**config.mk**
```make
export PLATFORM = sky130hd
export DESIGN_NAME = bm_mac_seq
export DESIGN_NICKNAME = d
export VERILOG_FILES = /design/src/rtl/bm_mac_pkg.sv /design/src/rtl/bm_mac_acc_sat.sv /design/src/rtl/bm_mac_seq.sv
export SDC_FILE = /design/constraint.sdc
export NUM_CORES = 1
export LEC_CHECK = 0
export ABC_AREA = 1
export CORE_MARGIN = 5
export CORE_UTILIZATION = 56
export CTS_BUF_LIST = sky130_fd_sc_hd__clkbuf_4
export CTS_CLUSTER_DIAMETER = 40
export DETAILED_ROUTE_END_ITERATION = 10
export PLACE_DENSITY = 0.95
export SYNTH_ARGS = -nofsm -noshare
export SYNTH_HDL_FRONTEND = slang
export SYNTH_SLANG_ARGS = --single-unit
```
**constraint.sdc**
```tcl
create_clock -name clk_i -period 5.5 [get_ports clk_i]
set_input_delay 1.65 -clock clk_i [delete_from_list [all_inputs] [get_ports clk_i]]
set_output_delay 1.65 -clock clk_i [all_outputs]
set_load 0.1 [all_outputs]
```
**src/rtl/bm_mac_pkg.sv**
```systemverilog
// ----------------------------------------------------------------------------
// bm_mac_pkg
// Shared types and constants for the block-minifloat MAC sequencer.
//   - state_e     : sequencer FSM states (IDLE, FEED, DRAIN, DONE)
//   - FRAC_W      : operand fraction (signed mantissa) width
//   - EXP_W       : operand shared-exponent width
//   - MUL_RES_W   : signed result width returned by mul_fp52
//   - DEF_MUL_LAT : default mul_fp52 latency (input, shift, output registers)
// ----------------------------------------------------------------------------
package bm_mac_pkg;

    localparam int FRAC_W      = 7;
    localparam int EXP_W       = 2;
    localparam int MUL_RES_W   = 20;
    localparam int DEF_MUL_LAT = 3;

    typedef enum logic [1:0] {
        ST_IDLE  = 2'd0,
        ST_FEED  = 2'd1,
        ST_DRAIN = 2'd2,
        ST_DONE  = 2'd3
    } state_e;

endpackage : bm_mac_pkg

```
**src/rtl/bm_mac_acc_sat.sv**
```systemverilog
// ----------------------------------------------------------------------------
// bm_mac_acc_sat
// Saturating signed accumulator. The addend is sign-extended to ACC_W, added
// to the running sum, and the result clamps to the most positive / most
// negative ACC_W-bit value on signed overflow. The overflow flag is sticky
// until the next clear.
//
// Ports:
//   clk_i       in  1       rising-edge clock
//   rst_i       in  1       synchronous active-high reset
//   clr_i       in  1       synchronous clear of sum and flag (wins over add)
//   add_en_i    in  1       add add_val_i this cycle
//   add_val_i   in  IN_W    signed addend
//   acc_o       out ACC_W   signed running sum
//   ovf_o       out 1       sticky saturation flag
//
// ACC_W must be >= IN_W.
// ----------------------------------------------------------------------------
module bm_mac_acc_sat #(
    parameter int ACC_W = 24,
    parameter int IN_W  = 20
) (
    input  logic             clk_i,
    input  logic             rst_i,
    input  logic             clr_i,
    input  logic             add_en_i,
    input  logic [IN_W-1:0]  add_val_i,
    output logic [ACC_W-1:0] acc_o,
    output logic             ovf_o
);

    localparam int EXT_W = ACC_W + 1 - IN_W;
    localparam logic [ACC_W-1:0] SAT_MAX = {1'b0, {(ACC_W-1){1'b1}}};
    localparam logic [ACC_W-1:0] SAT_MIN = {1'b1, {(ACC_W-1){1'b0}}};

    logic [ACC_W-1:0] acc_q, acc_d;
    logic             ovf_q, ovf_d;

    // One guard bit: the two top bits of the widened sum disagree exactly
    // when the ACC_W-bit signed add has overflowed.
    logic [ACC_W:0]   sum_w;

    assign sum_w = {acc_q[ACC_W-1], acc_q}
                 + {{EXT_W{add_val_i[IN_W-1]}}, add_val_i};

    always_comb begin
        acc_d = acc_q;
        ovf_d = ovf_q;
        if (clr_i) begin
            acc_d = '0;
            ovf_d = 1'b0;
        end else if (add_en_i) begin
            case (sum_w[ACC_W:ACC_W-1])
                2'b01: begin
                    acc_d = SAT_MAX;
                    ovf_d = 1'b1;
                end
                2'b10: begin
                    acc_d = SAT_MIN;
                    ovf_d = 1'b1;
                end
                default: acc_d = sum_w[ACC_W-1:0];
            endcase
        end
    end

    always_ff @(posedge clk_i) begin
        if (rst_i) begin
            acc_q <= '0;
            ovf_q <= 1'b0;
        end else begin
            acc_q <= acc_d;
            ovf_q <= ovf_d;
        end
    end

    assign acc_o = acc_q;
    assign ovf_o = ovf_q;

endmodule : bm_mac_acc_sat

```
**src/rtl/bm_mac_seq.sv**
```systemverilog
// ----------------------------------------------------------------------------
// bm_mac_seq
// Dot-product sequencer for one block-minifloat MAC lane. Streams up to
// 2^CNT_W-1 operand pairs per job into an external mul_fp52, injects the job
// bias on the first beat through the multiplier's c operand, tracks in-flight
// products with a valid-tag shift register, and accumulates the returned
// products into a saturating accumulator. One result per job is offered on a
// valid/ready port.
//
// Handshakes: a transfer happens on a rising edge where valid and ready are
// both high; ready never depends on valid, and a producer holds valid and
// its payload stable until the transfer (out_* is held stable in DONE).
//
// Ports:
//   clk_i, rst_i               clock, synchronous active-high reset
//   start_i                    job request (sampled only in IDLE)
//   cfg_len_i    [CNT_W]       operand pairs in the job, captured on start
//   bias_dat_i/bias_exp_i      bias operand, captured on start
//   in_valid_i / in_ready_o    operand-pair handshake
//   in_{a,b}_{dat,exp}_i       operand pair
//   mul_{a,b,c}_{dat,exp}_o    registered multiplier operands
//   mul_res_i    [MUL_RES_W]   signed multiplier result, MUL_LAT after issue
//   busy_o                     high outside IDLE
//   out_valid_o / out_ready_i  result handshake
//   out_sum_o    [ACC_W]       signed dot product including bias
//   out_ovf_o                  sticky saturation flag for the job
//   dbg_state_o  [2]           current FSM state (state_e encoding)
// ----------------------------------------------------------------------------
module bm_mac_seq
    import bm_mac_pkg::*;
#(
    parameter int MUL_LAT = DEF_MUL_LAT,
    parameter int ACC_W   = 24,
    parameter int CNT_W   = 8
) (
    input  logic                 clk_i,
    input  logic                 rst_i,
    input  logic                 start_i,
    input  logic [CNT_W-1:0]     cfg_len_i,
    input  logic [FRAC_W-1:0]    bias_dat_i,
    input  logic [EXP_W-1:0]     bias_exp_i,
    input  logic                 in_valid_i,
    output logic                 in_ready_o,
    input  logic [FRAC_W-1:0]    in_a_dat_i,
    input  logic [EXP_W-1:0]     in_a_exp_i,
    input  logic [FRAC_W-1:0]    in_b_dat_i,
    input  logic [EXP_W-1:0]     in_b_exp_i,
    output logic [FRAC_W-1:0]    mul_a_dat_o,
    output logic [EXP_W-1:0]     mul_a_exp_o,
    output logic [FRAC_W-1:0]    mul_b_dat_o,
    output logic [EXP_W-1:0]     mul_b_exp_o,
    output logic [FRAC_W-1:0]    mul_c_dat_o,
    output logic [EXP_W-1:0]     mul_c_exp_o,
    input  logic [MUL_RES_W-1:0] mul_res_i,
    output logic                 busy_o,
    output logic                 out_valid_o,
    input  logic                 out_ready_i,
    output logic [ACC_W-1:0]     out_sum_o,
    output logic                 out_ovf_o,
    output logic [1:0]           dbg_state_o
);

    // ------------------------------------------------------------------
    // State and registers
    // ------------------------------------------------------------------
    state_e             state_q, state_d;

    logic [CNT_W-1:0]   cnt_q, cnt_d;
    logic [CNT_W-1:0]   len_q, len_d;
    logic [FRAC_W-1:0]  bias_dat_q, bias_dat_d;
    logic [EXP_W-1:0]   bias_exp_q, bias_exp_d;

    // tag_q[k] is 1 when the operands issued k+1 cycles ago were a real
    // beat; tag_q[MUL_LAT] lines up with that beat's mul_res_i.
    logic [MUL_LAT:0]   tag_q, tag_d;

    logic [FRAC_W-1:0]  mul_a_dat_q, mul_a_dat_d;
    logic [EXP_W-1:0]   mul_a_exp_q, mul_a_exp_d;
    logic [FRAC_W-1:0]  mul_b_dat_q, mul_b_dat_d;
    logic [EXP_W-1:0]   mul_b_exp_q, mul_b_exp_d;
    logic [FRAC_W-1:0]  mul_c_dat_q, mul_c_dat_d;
    logic [EXP_W-1:0]   mul_c_exp_q, mul_c_exp_d;

    // ------------------------------------------------------------------
    // Control decode
    // ------------------------------------------------------------------
    logic               start_acc;
    logic               beat_acc;
    logic               last_beat;
    logic               tags_in_flight;
    logic               acc_add;
    logic [CNT_W-1:0]   cnt_inc;

    assign start_acc = (state_q == ST_IDLE) && start_i;
    assign beat_acc  = in_valid_i && in_ready_o;
    assign cnt_inc   = cnt_q + 1'b1;
    assign last_beat = beat_acc && (cnt_inc == len_q);
    assign acc_add   = tag_q[MUL_LAT];

    // The tap stage is excluded: a tag sitting at the tap is accumulated on
    // the same edge that moves DRAIN to DONE, so out_sum is final in DONE.
    assign tags_in_flight = |tag_q[MUL_LAT-1:0];

    // ------------------------------------------------------------------
    // FSM: state register
    // ------------------------------------------------------------------
    always_ff @(posedge clk_i) begin
        if (rst_i) begin
            state_q <= ST_IDLE;
        end else begin
            state_q <= state_d;
        end
    end

    // ------------------------------------------------------------------
    // FSM: next state
    // ------------------------------------------------------------------
    always_comb begin
        state_d = state_q;
        case (state_q)
            ST_IDLE: begin
                if (start_i) begin
                    // A zero-length job never touches the multiplier.
                    state_d = (cfg_len_i == '0) ? ST_DONE : ST_FEED;
                end
            end
            ST_FEED: begin
                if (last_beat) begin
                    state_d = ST_DRAIN;
                end
            end
            ST_DRAIN: begin
                if (!tags_in_flight) begin
                    state_d = ST_DONE;
                end
            end
            ST_DONE: begin
                if (out_ready_i) begin
                    state_d = ST_IDLE;
                end
            end
            default: state_d = ST_IDLE;
        endcase
    end

    // ------------------------------------------------------------------
    // FSM: outputs
    // ------------------------------------------------------------------
    always_comb begin
        in_ready_o  = 1'b0;
        busy_o      = 1'b0;
        out_valid_o = 1'b0;
        case (state_q)
            ST_IDLE: begin
                busy_o = 1'b0;
            end
            ST_FEED: begin
                busy_o     = 1'b1;
                in_ready_o = (cnt_q < len_q);
            end
            ST_DRAIN: begin
                busy_o = 1'b1;
            end
            ST_DONE: begin
                busy_o      = 1'b1;
                out_valid_o = 1'b1;
            end
            default: begin
                busy_o = 1'b0;
            end
        endcase
    end

    // ------------------------------------------------------------------
    // Datapath next state: job config, beat counter, tags, mul operands
    // ------------------------------------------------------------------
    always_comb begin
        cnt_d      = cnt_q;
        len_d      = len_q;
        bias_dat_d = bias_dat_q;
        bias_exp_d = bias_exp_q;

        if (start_acc) begin
            cnt_d      = '0;
            len_d      = cfg_len_i;
            bias_dat_d = bias_dat_i;
            bias_exp_d = bias_exp_i;
        end else if (beat_acc) begin
            cnt_d = cnt_inc;
        end

        tag_d = {tag_q[MUL_LAT-1:0], beat_acc};

        // Idle cycles issue all-zero operands so the multiplier output is
        // zero whenever no tag is present.
        mul_a_dat_d = '0;
        mul_a_exp_d = '0;
        mul_b_dat_d = '0;
        mul_b_exp_d = '0;
        mul_c_dat_d = '0;
        mul_c_exp_d = '0;
        if (beat_acc) begin
            mul_a_dat_d = in_a_dat_i;
            mul_a_exp_d = in_a_exp_i;
            mul_b_dat_d = in_b_dat_i;
            mul_b_exp_d = in_b_exp_i;
            // Bias rides on the first product only, so it is summed once.
            if (cnt_q == '0) begin
                mul_c_dat_d = bias_dat_q;
                mul_c_exp_d = bias_exp_q;
            end
        end
    end

    always_ff @(posedge clk_i) begin
        if (rst_i) begin
            cnt_q       <= '0;
            len_q       <= '0;
            bias_dat_q  <= '0;
            bias_exp_q  <= '0;
            tag_q       <= '0;
            mul_a_dat_q <= '0;
            mul_a_exp_q <= '0;
            mul_b_dat_q <= '0;
            mul_b_exp_q <= '0;
            mul_c_dat_q <= '0;
            mul_c_exp_q <= '0;
        end else begin
            cnt_q       <= cnt_d;
            len_q       <= len_d;
            bias_dat_q  <= bias_dat_d;
            bias_exp_q  <= bias_exp_d;
            tag_q       <= tag_d;
            mul_a_dat_q <= mul_a_dat_d;
            mul_a_exp_q <= mul_a_exp_d;
            mul_b_dat_q <= mul_b_dat_d;
            mul_b_exp_q <= mul_b_exp_d;
            mul_c_dat_q <= mul_c_dat_d;
            mul_c_exp_q <= mul_c_exp_d;
        end
    end

    assign mul_a_dat_o = mul_a_dat_q;
    assign mul_a_exp_o = mul_a_exp_q;
    assign mul_b_dat_o = mul_b_dat_q;
    assign mul_b_exp_o = mul_b_exp_q;
    assign mul_c_dat_o = mul_c_dat_q;
    assign mul_c_exp_o = mul_c_exp_q;

    // ------------------------------------------------------------------
    // Saturating accumulator; cleared when a job is accepted
    // ------------------------------------------------------------------
    bm_mac_acc_sat #(
        .ACC_W (ACC_W),
        .IN_W  (MUL_RES_W)
    ) u_acc (
        .clk_i     (clk_i),
        .rst_i     (rst_i),
        .clr_i     (start_acc),
        .add_en_i  (acc_add),
        .add_val_i (mul_res_i),
        .acc_o     (out_sum_o),
        .ovf_o     (out_ovf_o)
    );

    assign dbg_state_o = state_q;

endmodule : bm_mac_seq

```
==> flow_summary.ini <==
[grt]
grt_pass1_vias = 5038
grt_use_met1_pct = 30.5
grtUsageTotal_pct = 26.3
use_met3_pct = 5.32
met2_usage_pct = 47.0
grt_max_degree = 35
grt_pass1_wl_mm = 22.2
grt_busiest_layer = met2
antenna_found_initial = 0
overflow = 0

[critical_path]
ff2ff_path_depth = 18
cp_slowest_cell = clkdlybuf4s50_1
timing_worst_setup_path_type = in -> reg
start_kind = input pin
cp-end-kind = flop
cp.required_ns = 5.88
critical_path.top_delay_family = buffers and inverters
crit_buf_inv = 6
worst-path-stages = 19
worstPathArrival_ns = 5.00
crit_chain = clkdlybuf4s50_1 > ha_1 > inv_1 > fa_1 > inv_1 > nand2_1 > o21ai_4 > a21boi_2 > inv_1 > nand2_1 > nand3_1 > nand2_1 > a22oi_2 > inv_2 > ha_1 > clkinv_1 > a21oi_1 > o21ai_0 > a21oi_1
cp_max_fo = 10
max_stage_delay_ns = 0.46

[timing]
finalSetupTns_ns = 0
max_clock_freq_mhz = 217
tightest_slew_ns = 1.03
fin_crit_ns = 4.61
slew_headroom_pct = 31.2
layout_worst_path_cycle_share_pct = 83.9
finClkSkew_ns = 0.0203
rsz0062_at_grt = no
hold_ws_ns = 0.440
setup_viol_count_final = 0
drv_slew = 0
hold_violations = 0

[power_and_ir_drop]
irDropWorstVdd_mv = 0.459
p_per_area_nw_per_um2 = 315
cellLeakagePower_nw = 2.80
totalPowerFinal_mw = 1.96

[route]
num_vias = 4976
drtIter0Drc = 302
totalWireLength_mm = 13.3
vias_per_cell = 5.50
routedWlPerCell_um = 14.8
drc_errors = 0
first_pass_iters = 5
ant_nets = 0

[clock_tree]
cts_buffers = 9
clock_latency_ns = 0.45
post_cts_buffers = 0
cts_tree = built
clock_sinks = 83
cts_root_buf = clkbuf_4
cts_buffer_depth = 2
cts-resized-gates = 0
htreeDepth = 3
postCtsHoldBufs = 0
clk_pin_slew_ns = 0.15

[place]
dpl.hpwl_mm = 10.4
gp_congestion = 0.938
numPortBuffers = 116

[yosys]
ys_ff_latch = 83
synth_area_per_cell_um2 = 7.04
synth_cell_type_count = 46
ys_seq_area_share_pct = 34.7
syn-cell-area_um2 = 4780
syn_nets = 782
synth_warnings = 0
netlist_instances = 680

[worst_hold_path]
hold_depth = 2
hold_class = reg -> reg

[floorplanning]
die_w_um = 102
core_um2 = 8260
die_h_um = 102
io_pins = 117
rows = 33
start_util_pct = 57.9
die-area_um2 = 10500

[status]
status = finished clean

[layout]
drive_above_1_share_pct = 7.13
n_antenna_cell = 0
nNetsFinal = 896
multiInputGateArea_um2 = 2670
fillers = 643
area_growth_pct = 29.8
ff_latch_area_um2 = 1660

[flow_run]
max_cap_violations = 0
[cells in the mapped netlist (all sizes together)]
| cell type | number | area share [%] |
|---|---|---|
| xor2 | 1 | 0.18 |
| a31oi | 1 | 0.13 |
| nor2 | 77 | 6.5 |
| clkbuf | 13 | 1.0 |
| ha | 41 | 11 |
| nor3 | 8 | 0.84 |
| o21bai | 3 | 0.63 |
| a21o | 3 | 0.47 |
| a21boi | 2 | 0.39 |
| nand4 | 8 | 1.5 |
| o31ai | 1 | 0.16 |
| o21a | 1 | 0.16 |
| dfxtp | 83 | 35 |
| a22oi | 1 | 0.26 |
| a211oi | 1 | 0.16 |
| buf | 4 | 0.52 |
| nor4 | 3 | 0.39 |
| o211ai | 3 | 0.58 |
| inv | 100 | 7.8 |
| nand2 | 116 | 9.5 |
| a21oi | 86 | 9.2 |
| clkinv | 1 | 0.078 |
| nand3 | 46 | 5.1 |
| or2 | 5 | 0.65 |
| o22ai | 1 | 0.13 |
| o21ai | 70 | 7.7 |
| fa | 1 | 0.42 |
[metrics by stage]
stage                     cell area, µm²  std cells  util (%)  setup slack (ns)
after detailed placement            6030        888      73.0             0.459
after floorplan                     4780        680         -              1.20
after global placement              6030        888      73.0             0.609
after global routing                6210        904      75.2             0.603
final                               6210        904      75.2             0.886
after CTS                           6210        904      75.2             0.884
[per-layer routing]
| metal | vias up | routed length, µm |
|---|---|---|
| met5 | - | 0 |
| met2 | 203 | 6860 |
| met3 | 50 | 821 |
| li1 | 2465 | - |
| met1 | 2258 | 5170 |
| met4 | 0 | 477 |
[cell usage in the layout, fill, tap and decap left out, types with 4 or more instances in the layout]
cell type        instances
dfxtp_1                 83
clkbuf_4                 9
nand2_1                110
clkdlybuf4s50_1        116
o21ai_0                 64
nand4_1                  6
buf_4                    4
ha_1                    41
nand2_2                  5
inv_1                   92
a21oi_1                 84
nand3_1                 43
nor2_1                  72
inv_2                    8
nor3_1                   8
[power breakdown]
part	leakage (nW)	internal [mW]	switching, mW
clock	0.0910	0.193	0.244
sequential	0.674	0.668	0.0429
combinational	2.04	0.241	0.571
total	2.80	1.10	0.857
[registers in the layout (all words and copies together) (netlist names)]
register,count
mul_c_dat_o,7
mul_b_dat_o,7
cnt_q,8
mul_b_exp_o,2
mul_a_exp_o,2
mul_a_dat_o,7
u_acc.acc_o,24
len_q,8
dbg_state_o,2
tag_q,4
mul_c_exp_o,2
bias_exp_q,2
u_acc.ovf_o,1
bias_dat_q,7
[worst reg2reg max path: cells and delay by family, from the launching register on]
family          cells  cell delay (ns)
fa+ha+maj           3             0.99
compound gates      6             0.93
buf+inv             5             0.63
flops               1             0.39
simple gates        4             0.33
[cell type report]
type | instances | share of cell area (%)
repair buffers | 120 | 19.2
clock buffers | 9 | 1.09
well taps | 105 | 2.11
multi-input cells | 479 | 43.0
clock inverters | 7 | 1.81
flip-flops and latches | 83 | 26.7
inverters | 101 | 6.10
[path summary, 6_finish.rpt]
| kind | to | slack, ns | startpoint |
|---|---|---|---|
| worst max-delay path | u_acc.acc_o[2] | 0.89 | mul_res_i[0] |
| worst min-delay path | tag_q[2] | 0.44 | tag_q[1] |
| worst max register to register | u_acc.acc_o[2] | 2.15 | u_acc.acc_o[0] |
| worst min register to register | tag_q[2] | 0.44 | tag_q[1] |
[logic make-up after synthesis]
group | Yosys count | share of synthesized area [%]
fa+ha+maj | 42 | 11.1
buf+inv | 118 | 9.49
simple gates | 263 | 24.5
xor+xnor | 1 | 0.183
flops | 83 | 34.7
compound gates | 173 | 19.9
(Power assumes the default switching activity.)
